File: config.mk
export PLATFORM = sky130hd
export DESIGN_NAME = multicycle_maindec
export DESIGN_NICKNAME = d
export VERILOG_FILES = /design/src/rtl/multicycle_maindec.sv
export SDC_FILE = /design/constraint.sdc
export NUM_CORES = 1
export LEC_CHECK = 0
export ABC_AREA = 1
export CAP_MARGIN = 40
export CELL_PAD_IN_SITES_DETAIL_PLACEMENT = 0
export CELL_PAD_IN_SITES_GLOBAL_PLACEMENT = 1
export CORE_MARGIN = 2
export CORE_UTILIZATION = 29
export DETAILED_ROUTE_END_ITERATION = 16
export HOLD_SLACK_MARGIN = 0.05
export PLACE_DENSITY_LB_ADDON = 0.1
export SLEW_MARGIN = 25
export SYNTH_ARGS = -nofsm -noshare
export SYNTH_HDL_FRONTEND = slang
export SYNTH_SLANG_ARGS = --single-unit
File: constraint.sdc
create_clock -name clk -period 1.38 [get_ports clk]
set_clock_uncertainty 0.15 [all_clocks]
set_input_delay 0.276 -clock clk [delete_from_list [all_inputs] [get_ports clk]]
set_output_delay 0.276 -clock clk [all_outputs]
set_load 0.05 [all_outputs]
File: src/rtl/multicycle_maindec.sv
// ---------------------------------------------------------------------------
// multicycle_maindec
//
// Main control FSM for a multicycle MIPS datapath. Each instruction is
// sequenced over 3-5 states so one memory port and one ALU can be shared.
// Memory accesses stall on mem_ready. Instructions that retire are counted,
// and unsupported opcodes are flagged with a one-cycle illegal_op pulse.
// ALU function decode (funct field) is handled outside this block.
//
// Ports:
//   clk        in   rising-edge clock
//   reset      in   synchronous, active-high
//   op         in   [5:0] opcode from the instruction register
//   mem_ready  in   memory finishes the current access this cycle
//   iord       out  memory address select (0 PC, 1 ALUOut)
//   alusrca    out  ALU A select (0 PC, 1 reg A)
//   regdst     out  write register select (0 rt, 1 rd)
//   memtoreg   out  write data select (0 ALUOut, 1 memory data)
//   alusrcb    out  [1:0] 00 reg B, 01 const 4, 10 imm, 11 imm<<2
//   pcsrc      out  [1:0] 00 ALU result, 01 ALUOut, 10 jump target
//   aluop      out  [1:0] 00 add, 01 sub, 10 funct, 11 or
//   irwrite, pcwrite, regwrite, memwrite, branch, branch_ne
//              out  write / branch strobes
//   instr_done out  one-cycle pulse when an instruction retires
//   illegal_op out  one-cycle pulse on an unsupported opcode
//   retired    out  [RETIRE_W-1:0] retired-instruction count (wraps)
//   state      out  [3:0] current state encoding, for debug
// ---------------------------------------------------------------------------
module multicycle_maindec #(
    parameter int SUPPORT_ORI = 1,
    parameter int SUPPORT_BNE = 1,
    parameter int RETIRE_W    = 16
) (
    input  logic                clk,
    input  logic                reset,
    input  logic [5:0]          op,
    input  logic                mem_ready,
    output logic                iord,
    output logic                alusrca,
    output logic                regdst,
    output logic                memtoreg,
    output logic [1:0]          alusrcb,
    output logic [1:0]          pcsrc,
    output logic [1:0]          aluop,
    output logic                irwrite,
    output logic                pcwrite,
    output logic                regwrite,
    output logic                memwrite,
    output logic                branch,
    output logic                branch_ne,
    output logic                instr_done,
    output logic                illegal_op,
    output logic [RETIRE_W-1:0] retired,
    output logic [3:0]          state
);

    localparam logic [5:0] OP_RTYPE = 6'b000000;
    localparam logic [5:0] OP_J     = 6'b000010;
    localparam logic [5:0] OP_BEQ   = 6'b000100;
    localparam logic [5:0] OP_BNE   = 6'b000101;
    localparam logic [5:0] OP_ADDI  = 6'b001000;
    localparam logic [5:0] OP_ORI   = 6'b001101;
    localparam logic [5:0] OP_LW    = 6'b100011;
    localparam logic [5:0] OP_SW    = 6'b101011;

    localparam bit ORI_EN = (SUPPORT_ORI != 0);
    localparam bit BNE_EN = (SUPPORT_BNE != 0);

    typedef enum logic [3:0] {
        S_FETCH   = 4'd0,
        S_DECODE  = 4'd1,
        S_MEMADR  = 4'd2,
        S_MEMRD   = 4'd3,
        S_MEMWB   = 4'd4,
        S_MEMWR   = 4'd5,
        S_RTYPEEX = 4'd6,
        S_RTYPEWB = 4'd7,
        S_BEQEX   = 4'd8,
        S_ADDIEX  = 4'd9,
        S_ADDIWB  = 4'd10,
        S_JEX     = 4'd11,
        S_ORIEX   = 4'd12,
        S_ORIWB   = 4'd13,
        S_BNEEX   = 4'd14,
        S_UNUSED  = 4'd15
    } state_e;

    state_e                state_q, state_d;
    logic [RETIRE_W-1:0]   retired_q, retired_d;

    // -----------------------------------------------------------------------
    // State and retire-counter registers
    // -----------------------------------------------------------------------
    always_ff @(posedge clk) begin
        if (reset) begin
            state_q   <= S_FETCH;
            retired_q <= '0;
        end else begin
            state_q   <= state_d;
            retired_q <= retired_d;
        end
    end

    // instr_done is already masked by reset, so no extra qualification here.
    always_comb begin
        retired_d = retired_q;
        if (instr_done) begin
            retired_d = retired_q + RETIRE_W'(1);
        end
    end

    // -----------------------------------------------------------------------
    // Next-state and output decode
    // -----------------------------------------------------------------------
    always_comb begin
        state_d    = state_q;
        iord       = 1'b0;
        alusrca    = 1'b0;
        regdst     = 1'b0;
        memtoreg   = 1'b0;
        alusrcb    = 2'b00;
        pcsrc      = 2'b00;
        aluop      = 2'b00;
        irwrite    = 1'b0;
        pcwrite    = 1'b0;
        regwrite   = 1'b0;
        memwrite   = 1'b0;
        branch     = 1'b0;
        branch_ne  = 1'b0;
        instr_done = 1'b0;
        illegal_op = 1'b0;

        case (state_q)
            S_FETCH: begin
                alusrcb = 2'b01;
                irwrite = mem_ready;
                pcwrite = mem_ready;
                if (mem_ready) begin
                    state_d = S_DECODE;
                end
            end

            S_DECODE: begin
                alusrcb = 2'b11;
                case (op)
                    OP_LW, OP_SW: state_d = S_MEMADR;
                    OP_RTYPE:     state_d = S_RTYPEEX;
                    OP_BEQ:       state_d = S_BEQEX;
                    OP_ADDI:      state_d = S_ADDIEX;
                    OP_J:         state_d = S_JEX;
                    OP_BNE: begin
                        if (BNE_EN) begin
                            state_d = S_BNEEX;
                        end else begin
                            illegal_op = 1'b1;
                            state_d    = S_FETCH;
                        end
                    end
                    OP_ORI: begin
                        if (ORI_EN) begin
                            state_d = S_ORIEX;
                        end else begin
                            illegal_op = 1'b1;
                            state_d    = S_FETCH;
                        end
                    end
                    default: begin
                        illegal_op = 1'b1;
                        state_d    = S_FETCH;
                    end
                endcase
            end

            S_MEMADR: begin
                alusrca = 1'b1;
                alusrcb = 2'b10;
                // op[3] separates SW (101011) from LW (100011).
                state_d = op[3] ? S_MEMWR : S_MEMRD;
            end

            S_MEMRD: begin
                iord = 1'b1;
                if (mem_ready) begin
                    state_d = S_MEMWB;
                end
            end

            S_MEMWB: begin
                memtoreg   = 1'b1;
                regwrite   = 1'b1;
                instr_done = 1'b1;
                state_d    = S_FETCH;
            end

            S_MEMWR: begin
                iord     = 1'b1;
                memwrite = 1'b1;
                if (mem_ready) begin
                    instr_done = 1'b1;
                    state_d    = S_FETCH;
                end
            end

            S_RTYPEEX: begin
                alusrca = 1'b1;
                aluop   = 2'b10;
                state_d = S_RTYPEWB;
            end

            S_RTYPEWB: begin
                regdst     = 1'b1;
                regwrite   = 1'b1;
                instr_done = 1'b1;
                state_d    = S_FETCH;
            end

            S_BEQEX: begin
                alusrca    = 1'b1;
                aluop      = 2'b01;
                pcsrc      = 2'b01;
                branch     = 1'b1;
                instr_done = 1'b1;
                state_d    = S_FETCH;
            end

            S_ADDIEX: begin
                alusrca = 1'b1;
                alusrcb = 2'b10;
                state_d = S_ADDIWB;
            end

            S_ADDIWB: begin
                regwrite   = 1'b1;
                instr_done = 1'b1;
                state_d    = S_FETCH;
            end

            S_JEX: begin
                pcsrc      = 2'b10;
                pcwrite    = 1'b1;
                instr_done = 1'b1;
                state_d    = S_FETCH;
            end

            // Disabled optional states behave like the unused encoding:
            // silent return to FETCH.
            S_ORIEX: begin
                if (ORI_EN) begin
                    alusrca = 1'b1;
                    alusrcb = 2'b10;
                    aluop   = 2'b11;
                    state_d = S_ORIWB;
                end else begin
                    state_d = S_FETCH;
                end
            end

            S_ORIWB: begin
                if (ORI_EN) begin
                    regwrite   = 1'b1;
                    instr_done = 1'b1;
                end
                state_d = S_FETCH;
            end

            S_BNEEX: begin
                if (BNE_EN) begin
                    alusrca    = 1'b1;
                    aluop      = 2'b01;
                    pcsrc      = 2'b01;
                    branch_ne  = 1'b1;
                    instr_done = 1'b1;
                end
                state_d = S_FETCH;
            end

            default: begin
                state_d = S_FETCH;
            end
        endcase

        // Strobes are suppressed during reset so an abandoned instruction
        // neither writes state nor retires.
        if (reset) begin
            irwrite    = 1'b0;
            pcwrite    = 1'b0;
            regwrite   = 1'b0;
            memwrite   = 1'b0;
            branch     = 1'b0;
            branch_ne  = 1'b0;
            instr_done = 1'b0;
            illegal_op = 1'b0;
        end
    end

    assign retired = retired_q;
    assign state   = state_q;

endmodule

== Yosys cells after proc, flatten, opt, wreduce, memory -nomap -nowiden ==
Cells that the tools add are included.
Cells by class
  eq/ne operators: 24
  multiplexer cells: 31
  divide/modulo/power cells: 0
  bitwise operators: 0
  shifts and indexed selects: 0
  multipliers: 0
  reduce and logical (&&, ||, !) cells: 11
  add/sub/neg operators: 1
  order comparisons: 0
Operators with widths (count)
  one-hot mux 4 bit (8 select lines): 1
  equality test 4 bit (second input constant): 7
  one-hot mux 4 bit (7 select lines): 1
  two-way mux 1 bit: 20
  adder 16 x 1 -> 16 bit (second input constant): 1
  equality test 4 x 3 -> 1 bit (second input constant): 4
  equality test 6 x 3 -> 1 bit (second input constant): 2
  equality test 6 x 4 -> 1 bit (second input constant): 2
  equality test 6 bit (second input constant): 2
  two-way mux 4 bit: 3
  one-hot mux 2 bit (3 select lines): 2
  equality test 4 x 2 -> 1 bit (second input constant): 2
  OR reduction 8 bit: 1
  OR reduction 7 bit: 1
  equality test 6 x 2 -> 1 bit (second input constant): 1
  zero test 6 bit: 1
  inequality test 2 bit (second input constant): 3
  OR reduction 2 bit: 3
  OR reduction 6 bit: 1
  equality test 4 x 1 -> 1 bit (second input constant): 1
  zero test 4 bit: 1
  one-hot mux 1 bit (2 select lines): 2
  one-hot mux 2 bit (2 select lines): 1
  OR reduction 4 bit: 1
  3 further kinds: 3
Storage, ports and cells
  bits in writable memories: 0
  word-level logic and storage cells: 69
  memories: 0
  ROM bits: 0
  output and inout bits: 38
  register bits: 20
  input bits: 9
  bits in latches: 0

== Depth between registers and ports, before layout ==
Gate-level depths: netlist of run 1.
  depth in word-level cells: 5
  depth in mapped cells: 10

== Worst setup path before layout of run 1 ==
OpenSTA, ideal clock, no wires.
  path type: register to output
  from: register state_q[0], in the netlist state[0]
  to: output illegal_op
  stages on the path, launching flop included: 7
  path slack: -1.402 ns
  arrival: 2.356 ns
  cell sequence: dfxtp_1 > inv_2 > nor2_2 > inv_1 > nor2_2 > nand2_1 > nor3_1
On the way
  word-level cells in the longest chain between the ends: 3
RTL lines
  from (decl): line 88  | state_e state_q, state_d;
  from (signal assigned): line 99  | state_q <= state_d;
  equality test 4 x 1 -> 1 bit: line 133  | case (state_q)
  two-way mux 1 bit: line 133
  two-way mux 1 bit: line 284  | if (reset) begin
  to (decl): line 52  | output logic illegal_op,
Every way passes these cells.

== Worst setup path after layout of run 1 ==
Ends and elaborated chain as after synthesis.

==> results of run 1 <==
==> worst max-delay path, stage by stage, from the launching register on <==
cell	delay, ns
dfxtp_4	0.42
inv_4	0.05
nor2_4	0.17
inv_2	0.08
nor2_4	0.13
nand2_2	0.08
nor3_4	0.15
buf_12	0.16
==> cell families (layout without fill, tap and decap cells) <==
| family | Yosys count | after routing | synth area share |
|---|---|---|---|
| adders and majority gates | 1 | 1 | 0.007848 |
| DFF | 20 | 20 | 0.2512 |
| and+or+nand+nor | 176 | 176 | 0.5149 |
| xor gates and xnor gates | 2 | 2 | 0.01099 |
| buffers and inverters | 41 | 168 | 0.1138 |
| AOI/OAI and AO/OA | 27 | 27 | 0.1013 |
==> cells in the final DEF, fill, tap and decap left out, types with 2 or more instances in the layout <==
| master | n |
|---|---|
| a21oi_1 | 7 |
| a21oi_2 | 12 |
| a21oi_4 | 2 |
| buf_12 | 40 |
| buf_16 | 2 |
| buf_4 | 66 |
| buf_6 | 10 |
| buf_8 | 2 |
| clkbuf_2 | 2 |
| clkbuf_8 | 3 |
| clkdlybuf4s50_1 | 2 |
| dfxtp_1 | 3 |
| dfxtp_2 | 11 |
| dfxtp_4 | 6 |
| dlygate4sd2_1 | 2 |
| inv_1 | 20 |
| inv_2 | 9 |
| inv_4 | 5 |
| nand2_1 | 65 |
| nand2_2 | 13 |
| nand2_4 | 4 |
| nand2_8 | 2 |
| nand3_1 | 18 |
| nand3_2 | 9 |
| nand4_1 | 6 |
| nor2_1 | 29 |
| nor2_2 | 10 |
| nor2_4 | 14 |
| nor3_1 | 3 |
| nor4_1 | 2 |
| o21ai_0 | 3 |
| o21ai_2 | 2 |
| xor2_1 | 2 |
==> power breakdown <==
part | internal, mW | switching, mW | total [mW]
clock | 0.388 | 0.223 | 0.610
sequential | 0.573 | 0.0129 | 0.586
combinational | 0.209 | 0.230 | 0.439
==> layer usage <==
layer  global-route usage  wire [um]  part of all wire  vias up
met5                    0          0                 0        -
met3              0.02414        169             0.031       10
li1                     -          -                 -     1105
met1               0.2109       2265              0.42      935
met4              0.05088        106             0.020        0
met2               0.3560       2868              0.53       42
==> worst paths after layout <==
path	start	to	slack, ns	cells after the start
min	retired[8]	retired[8]	0.36	2
max	state[0]	illegal_op	-0.55	7
max reg2reg	state[1]	retired[4]	-0.51	12
min reg2reg	retired[8]	retired[8]	0.36	2
==> metrics by stage <==
| step | TNS, ns | cell area [sq um] | utilization |
|---|---|---|---|
| floorplan | -6.603 | 1754 | - |
| global placement | -11.03 | 3132 | 0.6017 |
| detailed placement | -11.48 | 3132 | 0.6017 |
| CTS | -14.23 | 3465 | 0.6656 |
| global route | -18.92 | 3567 | 0.6853 |
| finish | -15.85 | 3567 | 0.6853 |
==> registers in the layout, indices dropped and copies added, names as in the netlist <==
name / flops
state: 4
retired: 16
==> final cells by class <==
cell class | count | area, sq um | area share
tap | 70 | 87.58 | 0.02455
clock buffer | 3 | 41.29 | 0.01157
inverter | 35 | 147.6 | 0.04139
sequential | 20 | 436.7 | 0.1224
timing repair buffer | 129 | 1583 | 0.4437
clock inverter | 1 | 30.03 | 0.008418
multi-input combinational | 206 | 1241 | 0.3479
==> timing repair <==
item | CTS | global route
endpoints found under the hold margin | 0 | 0
pin swaps | 25 | 8
buffers inserted | 15 | 3
gates cloned | 2 | 1
resized for setup | 50 | 25
endpoints found under the setup margin | 39 | 41
hold buffers | 0 | 0
==> run_results.csv, run 1 <==
group,metric,value,unit
floorplan,fp.dieW,78.14,um
clocking,clk_path_buf_depth,2,
timing,min_period,1.933,ns
timing,drv_slew,0,
run,cap_viol_max_count,0,
route,drc,0,
synthesis,synth_area_leaders,"dfxtp_1 (25%), nand2_1 (19%), nor2_1 (10%)",
place,pre_cts_ws,-0.7328,ns
synthesis,synth_cell_types,24,
route,viasPerCell,4.509,
floorplan,die_area,6106,sq um
timing,grt_setup_unrepaired,"yes",
timing,setup_slack,-0.5530,ns
critical_path,crit_path_end_kind,"output pin",
run_status,failed_checks,"setup timing",
synthesis,async_reset_ff_frac,0,
route,drt_iter0_drc,29,
floorplan,coreArea,5205,sq um
cells_and_area,syn2layout_area_growth,123.8,%
clocking,cts_buffers,3,
timing,post-route-period-util,1.401,
place,port-buffer-count,46,
power,powerDensity,458.5,nW/um^2
cells_and_area,antennaDiodeCount,0,
timing,finalSetupViolCount,39,
cells_and_area,final_net_count,405,
clocking,clk_latency,0.27,ns
floorplan,pin_count,47,
place,globalplace.congestion,0.8570,
synthesis,synth_flop_cell,"dfxtp_1",
critical_path,arrival,1.51,ns
power,vdd_drop_max,0.4467,mV
synthesis,yosysWarnings,0,
clocking,clkSinkCount,20,
route,wirelength,5.410,mm
clocking,root_buffer,"clkbuf_8",
route,num_vias,2092,
synthesis,synth_top_cell_area_share,0.2512,
place,hpwl,3.921,mm
route,wire_per_inst,11.66,um
route,dr.pass1.iters,6,
timing,tightest_slew,0.5027,ns
synthesis,syn_nets,277,
synthesis,avgSynthCellArea,5.970,sq um
grt,grt_pass1_vias,2121,
timing,hold_violations,0,
route,postRouteAntennaNets,0,
clocking,clk_pin_slew_worst_paths,0.09,ns
power,p_leak,1.557,nW
floorplan,die_h,78.14,um
timing,clock.fmax,517.3,MHz
cells_and_area,nFillCells,414,
synthesis,seq_area_frac_synth,0.2512,
synthesis,netlist_area,1594,sq um
power,power.total,1.635,mW
timing,slew_headroom,0.6617,
clocking,cts_tree,"built",
run_status,status,"finished with violations",
timing,holdWs,0.3607,ns
critical_path,cp-start-kind,"flop",
cells_and_area,drive_above_1_share,0.5838,
grt,grt-ovfl-total,0,
critical_path,crit_type,"flop to output pin",
grt,grt_max_degree,13,
critical_path,crit_required,0.95,ns
hold_path,hp-class,"flop to flop",
floorplan,start_util,0.3063,
grt,grt_usage,0.1846,
place,place_inst,442,
cells_and_area,instances_no_fill,464,
clocking,htreeDepth,1,
floorplan,rows,26,
grt,grt_pass1_wl,9.273,mm
synthesis,syn_inst,267,
synthesis,synth_edf_count,0,
critical_path,critPathMaxFanout,5,
synthesis,ys_ff_latch,20,
synthesis,yosysTopAreaCell,"dfxtp_1",
synthesis,yosys-top-cells-count,"nand2_1 (80), nor2_1 (44), inv_1 (29), dfxtp_1 (20), nand3_1 (19)",
synthesis,synth_most_common_cell,"nand2_1",
grt,antenna_found_initial,0,
Power figures use the tool's default switching activity.
==> run 2, diff against run 1 <==
--- a/config.mk
+++ b/config.mk
@@ -12,6 +12,7 @@
 export CORE_MARGIN = 2
 export CORE_UTILIZATION = 29
 export DETAILED_ROUTE_END_ITERATION = 16
+export GPL_TIMING_DRIVEN = 1
 export HOLD_SLACK_MARGIN = 0.05
 export PLACE_DENSITY_LB_ADDON = 0.1
 export SLEW_MARGIN = 25
==> constraint.sdc (replaced) <==
create_clock -name clk -period 1.7 [get_ports clk]
set_clock_uncertainty 0.15 [all_clocks]
set_input_delay 0.34 -clock clk [delete_from_list [all_inputs] [get_ports clk]]
set_output_delay 0.34 -clock clk [all_outputs]
set_load 0.05 [all_outputs]
==> run 2 against run 1 <==
Against the previous run: the flow still finishes with violations (setup timing); critical path depth rose by 2; clock power decreased by 46%; count of clock-buffer cells in the layout unchanged; utilization decreased by 7.6 points; final area fell by 11%; via count fell by 6.5%; combinational power decreased by 26%; largest cell class unchanged.
==> run_results.csv, run 2 (same netlist as run 1, synthesis figures left out) <==
group,metric,value,unit
cells_and_area,layout_commonest_cell,"nand2_1",
grt,grt_max_degree,21,
grt,met3_usage,0.03103,
critical_path,crit_buf_inv,3,
clocking,clkSinkCount,20,
route,wirelength,4.931,mm
cells_and_area,final_area,3169,sq um
cells_and_area,final_net_count,377,
timing,post-route-period-util,1.173,
clocking,htreeDepth,1,
cells_and_area,largest_reg_flops,16,
timing,grt_setup_unrepaired,"yes",
critical_path,cpLargestDelayFamily,"simple AND/OR/NAND/NOR gates",
route,wire_per_inst,11.31,um
cells_and_area,antennaDiodeCount,0,
grt,grt_pass1_vias,1774,
clocking,root_buffer,"clkbuf_8",
timing,holdWs,0.3810,ns
grt,antenna_found_initial,0,
floorplan,die_h,78.14,um
route,postRouteAntennaNets,0,
clocking,clk_latency,0.26,ns
cells_and_area,final_cell_mix,"nand2_1 (63), buf_4 (48), buf_12 (37), nor2_1 (28), nand3_1 (19)",
route,viasPerCell,4.489,
clocking,cts_buffers,3,
grt,grt_use_met1,0.2405,
run_status,status,"finished with violations",
route,dr.pass1.iters,4,
cells_and_area,syn2layout_area_growth,98.82,%
clocking,clk_pin_slew_worst_paths,0.08,ns
timing,setup_slack,-0.2936,ns
route,drt_iter0_drc,75,
route,num_vias,1957,
grt,grt_usage,0.1661,
power,powerDensity,357.8,nW/um^2
grt,met2_usage,0.2586,
critical_path,arrival,1.50,ns
floorplan,fp.dieW,78.14,um
floorplan,start_util,0.3063,
timing,tightest_slew,0.2788,ns
critical_path,critPathMaxFanout,5,
timing,min_period,1.994,ns
power,p_leak,1.366,nW
floorplan,die_area,6106,sq um
critical_path,cp-start-kind,"flop",
critical_path,critPathMostFrequentCell,"nor2_4",
timing,clock.fmax,501.6,MHz
critical_path,crit_chain,"inv_4 > nor2_4 > nand2_2 > nor2_4 > nor2_4 > nand2_8 > nand2_4 > clkinvlp_4 > buf_8",
place,hpwl,3.705,mm
timing,slew_headroom,0.8126,
critical_path,crit_required,1.21,ns
floorplan,rows,26,
place,globalplace.congestion,0.7844,
clocking,clk_path_buf_depth,2,
timing,finalSetupViolCount,19,
floorplan,pin_count,47,
critical_path,cp_slowest_cell,"dfxtp_4",
cells_and_area,drive_above_1_share,0.5383,
critical_path,crit_path_end_kind,"output pin",
route,drc,0,
grt,grt-ovfl-total,0,
timing,drv_slew,0,
critical_path,slowest_delay,0.42,ns
grt,grt.busiest_layer,"met2",
timing,hold_violations,0,
place,place_area,2859,sq um
clocking,cts_tree,"built",
grt,grt_pass1_wl,8.342,mm
run,cap_viol_max_count,0,
floorplan,coreArea,5205,sq um
power,vdd_drop_max,0.3469,mV
run_status,failed_checks,"setup timing",
place,port-buffer-count,46,
critical_path,crit_type,"flop to output pin",
hold_path,hp-class,"flop to flop",
run 2: cell type report:
cell class | instances | area [sq um]
clock inverter | 1 | 3.754
tap | 70 | 87.58
fill | 478 | 2036
timing repair buffer | 101 | 1247
clock buffer | 3 | 41.29
multi-input combinational | 206 | 1211
sequential | 20 | 427.9
inverter | 35 | 150.1
run 2: final timing paths:
path / depth (start not counted) / slack [ns] / endpoint / from
hold reg to reg: 2 / 0.38 / retired[6] / retired[6]
setup / recovery: 9 / -0.29 / instr_done / state[0]
setup reg to reg: 11 / 0.01 / state[0] / state[2]
hold / removal: 2 / 0.38 / retired[6] / retired[6]
run 2: through the flow:
| stage | power (mW) | utilization | cells | setup TNS, ns | worst slack, ns |
|---|---|---|---|---|---|
| final | 1.134 | 0.6089 | 436 | -3.087 | -0.2936 |
| after global routing | 1.188 | 0.6089 | 436 | -4.698 | -0.3848 |
| after CTS | 1.126 | 0.5889 | 431 | -3.262 | -0.2850 |
| after detailed placement | 0.7807 | 0.5493 | 417 | -4.770 | -0.4929 |
| after global placement | 0.7811 | 0.5493 | 417 | -4.812 | -0.4853 |
| after floorplan | 0.6354 | - | 267 | -0.9186 | -0.1306 |
run 2: layer usage:
| layer | routed length, um | vias to the layer above |
|---|---|---|
| met2 | 2257 | 44 |
| met4 | 25 | 0 |
| met1 | 2446 | 866 |
| met5 | 0 | - |
| met3 | 202 | 2 |
| li1 | - | 1045 |
run 2: what timing repair did:
item / CTS / global route
pin swaps: 17 / 21
setup buffers: 12 / 5
gates resized for setup: 37 / 43
hold buffers: 0 / 0
endpoints found under the setup margin: 20 / 35
endpoints found under the hold margin: 0 / 0
run 2: power breakdown:
| group | internal (mW) | switching, mW |
|---|---|---|
| Sequential | 0.466 | 0.0111 |
| Combinational | 0.150 | 0.177 |
| Clock | 0.161 | 0.169 |
| Total | 0.777 | 0.357 |
run 2: worst reg2reg max path, delay by kind of cell (launching register included):
kind	cells	cell delay, ns
flops	1	0.39
simple gates	5	0.35
compound gates	2	0.23
buf+inv	4	0.45
==> run 3, diff against run 2 <==
--- a/config.mk
+++ b/config.mk
@@ -10,8 +10,9 @@
 export CELL_PAD_IN_SITES_DETAIL_PLACEMENT = 0
 export CELL_PAD_IN_SITES_GLOBAL_PLACEMENT = 1
 export CORE_MARGIN = 2
-export CORE_UTILIZATION = 29
+export CORE_UTILIZATION = 38
 export DETAILED_ROUTE_END_ITERATION = 16
+export DONT_BUFFER_PORTS = 1
 export GPL_TIMING_DRIVEN = 1
 export HOLD_SLACK_MARGIN = 0.05
 export PLACE_DENSITY_LB_ADDON = 0.1
==> run 3 against run 2 <==
Against the previous run: sequential power about the same; routed wire length shrank 9.8%; critical path type unchanged; largest cell class is now multi-input combinational cells; cell count fell by 15%; register-to-register slack improved by 0.06 ns; the run ends with hold timing, setup timing left; die area decreased by 23%; highest routed layer unchanged.
==> run_results.csv, run 3 (same netlist as run 1, synthesis figures left out) <==
group,metric,value,unit
power,clock_power_share,0.409,
floorplan,coreArea,4029,sq um
place,port-buffer-count,0,
floorplan,pin_count,47,
hold_path,hold_start,"reset",
route,viasPerCell,4.819,
critical_path,rr_startpoint,"state[2]",
cells_and_area,ff_latch_area,427.9,sq um
power,seqPwrFrac,0.403,
floorplan,start_util,0.3957,
grt,grt_max_degree,19,
route,wirelength,4.446,mm
critical_path,crit_path_end_kind,"output pin",
clocking,clk_path_buf_depth,2,
timing,finalSetupViolCount,18,
grt,grt_pass1_vias,1553,
timing,clock.fmax,496.7,MHz
cells_and_area,drive_above_1_share,0.4299,
power,powerDensity,486.7,nW/um^2
timing,tns,-3.166,ns
timing,drv_slew,0,
critical_path,crit_type,"flop to output pin",
critical_path,critPathMostFrequentCell,"nand2_1",
timing,hold_violations,11,
power,power.total,1.179,mW
critical_path,cp_slowest_cell,"dfxtp_4",
floorplan,die_h,68.77,um
route,num_vias,1788,
timing,post-route-period-util,1.184,
grt,grt-ovfl-total,0,
critical_path,rr_endpoint,"retired[3]",
power,p_leak,1.069,nW
cells_and_area,antennaDiodeCount,0,
place,hpwl,3.467,mm
clocking,clk_pin_slew_worst_paths,0.08,ns
power,internal-power,861.3,uW
power,vdd_drop_max,0.3111,mV
critical_path,crit_required,1.21,ns
hold_path,hp-class,"input pin to flop",
hold_path,hold_depth,1,
critical_path,reg2reg_slack,0.07,ns
power,sw_frac_of_total,0.2695,
grt,grt_pass1_wl,6.969,mm
cells_and_area,final_area,2422,sq um
critical_path,cp-startpoint,"state[0]",
timing,min_period,2.013,ns
floorplan,fp.dieW,68.77,um
critical_path,cpLargestDelayFamily,"simple AND/OR/NAND/NOR gates",
clocking,root_buffer,"clkbuf_8",
clocking,cts_tree,"built",
cells_and_area,final_net_count,332,
cells_and_area,instances_no_fill,371,
route,dr.pass1.iters,4,
place,globalplace.congestion,0.8408,
critical_path,arrival,1.52,ns
hold_path,holdPathEnd,"retired[6]",
power,switchingPower,317.7,uW
route,postRouteAntennaNets,0,
route,drt_iter0_drc,52,
timing,setup_slack,-0.3132,ns
timing,grt_setup_unrepaired,"yes",
cells_and_area,final_util,0.6012,
critical_path,rr_worst_depth,10,
clocking,clk_latency,0.26,ns
critical_path,slowest_delay,0.38,ns
floorplan,rows,23,
place,place_inst,363,
run,cap_viol_max_count,0,
cells_and_area,multi_input_area,1146,sq um
cells_and_area,layout_commonest_cell,"nand2_1",
floorplan,die_area,4729,sq um
grt,grt_usage,0.1947,
route,wire_per_inst,11.98,um
cells_and_area,final_cell_mix,"nand2_1 (66), buf_4 (43), nor2_1 (33), inv_1 (23), nand3_1 (19)",
run_status,status,"finished with violations",
power,p_comb_frac,0.188,
clocking,clkSinkCount,20,
critical_path,cp-start-kind,"flop",
cells_and_area,largest_reg_flops,16,
timing,slew_headroom,0.7424,
timing,holdWs,-0.02718,ns
timing,tightest_slew,0.3829,ns
critical_path,critPathMaxFanout,5,
run_status,failed_checks,"hold timing, setup timing",
cells_and_area,syn2layout_area_growth,51.96,%
clocking,htreeDepth,1,
critical_path,crit_buf_inv,2,
clocking,cts_buffers,3,
critical_path,crit_chain,"nor2_2 > nand2_1 > inv_1 > nand2_1 > a21oi_2 > buf_12",
grt,antenna_found_initial,0,
cells_and_area,nFillCells,416,
place,pre_cts_ws,-0.05535,ns
route,drc,0,
place,place_area,2246,sq um
run 3: changes by cell type in the layout (fill, tap and decap cells not counted), moves of 5 or more:
cell,before,now
buf_4,48,43
inv_1,18,23
buf_6,7,1
clkbuf_2,6,0
buf_12,37,12
nor2_1,28,33
run 3: how the worst max path moves through the flow:
stage / slack [ns] / depth (start not counted) / endpoint
2_1_floorplan: -0.13 / 6 / illegal_op
3_3_place_gp: -0.03 / 9 / illegal_op
3_5_place_dp: -0.06 / 8 / instr_done
4_1_cts: -0.31 / 8 / instr_done
5_1_grt: -0.37 / 8 / instr_done
6_report: -0.31 / 6 / pcwrite
run 3: layout make-up:
type | instances | share of cell area
multi-input cells | 206 | 0.4731
repair buffers | 56 | 0.2371
flip-flops and latches | 20 | 0.1767
inverters | 35 | 0.05785
well taps | 50 | 0.02583
clock buffers | 3 | 0.01705
clock inverters | 1 | 0.01240
run 3: routing by layer:
layer,track usage,part of all wire,vias up,wire length [um]
li1,-,-,953,-
met1,0.2812,0.50,791,2225
met2,0.2957,0.44,40,1967
met3,0.04058,0.049,4,216
met4,0.04412,0.0085,0,38
met5,0,0,-,0
run 3: power by group through the flow:
stage	clock network (mW)	logic, mW	registers, mW
floorplan	0	0.138	0.497
global placement	0	0.213	0.483
detailed placement	0	0.213	0.483
CTS	0.503	0.216	0.473
global route	0.515	0.235	0.476
finish	0.483	0.221	0.475
run 3: what timing repair did:
| action | CTS | global route |
|---|---|---|
| endpoints found under the setup margin | 18 | 32 |
| buffers inserted | 3 | 2 |
| pin swaps | 5 | 8 |
| gates resized for setup | 8 | 19 |
| hold endpoints to repair | 11 | 11 |
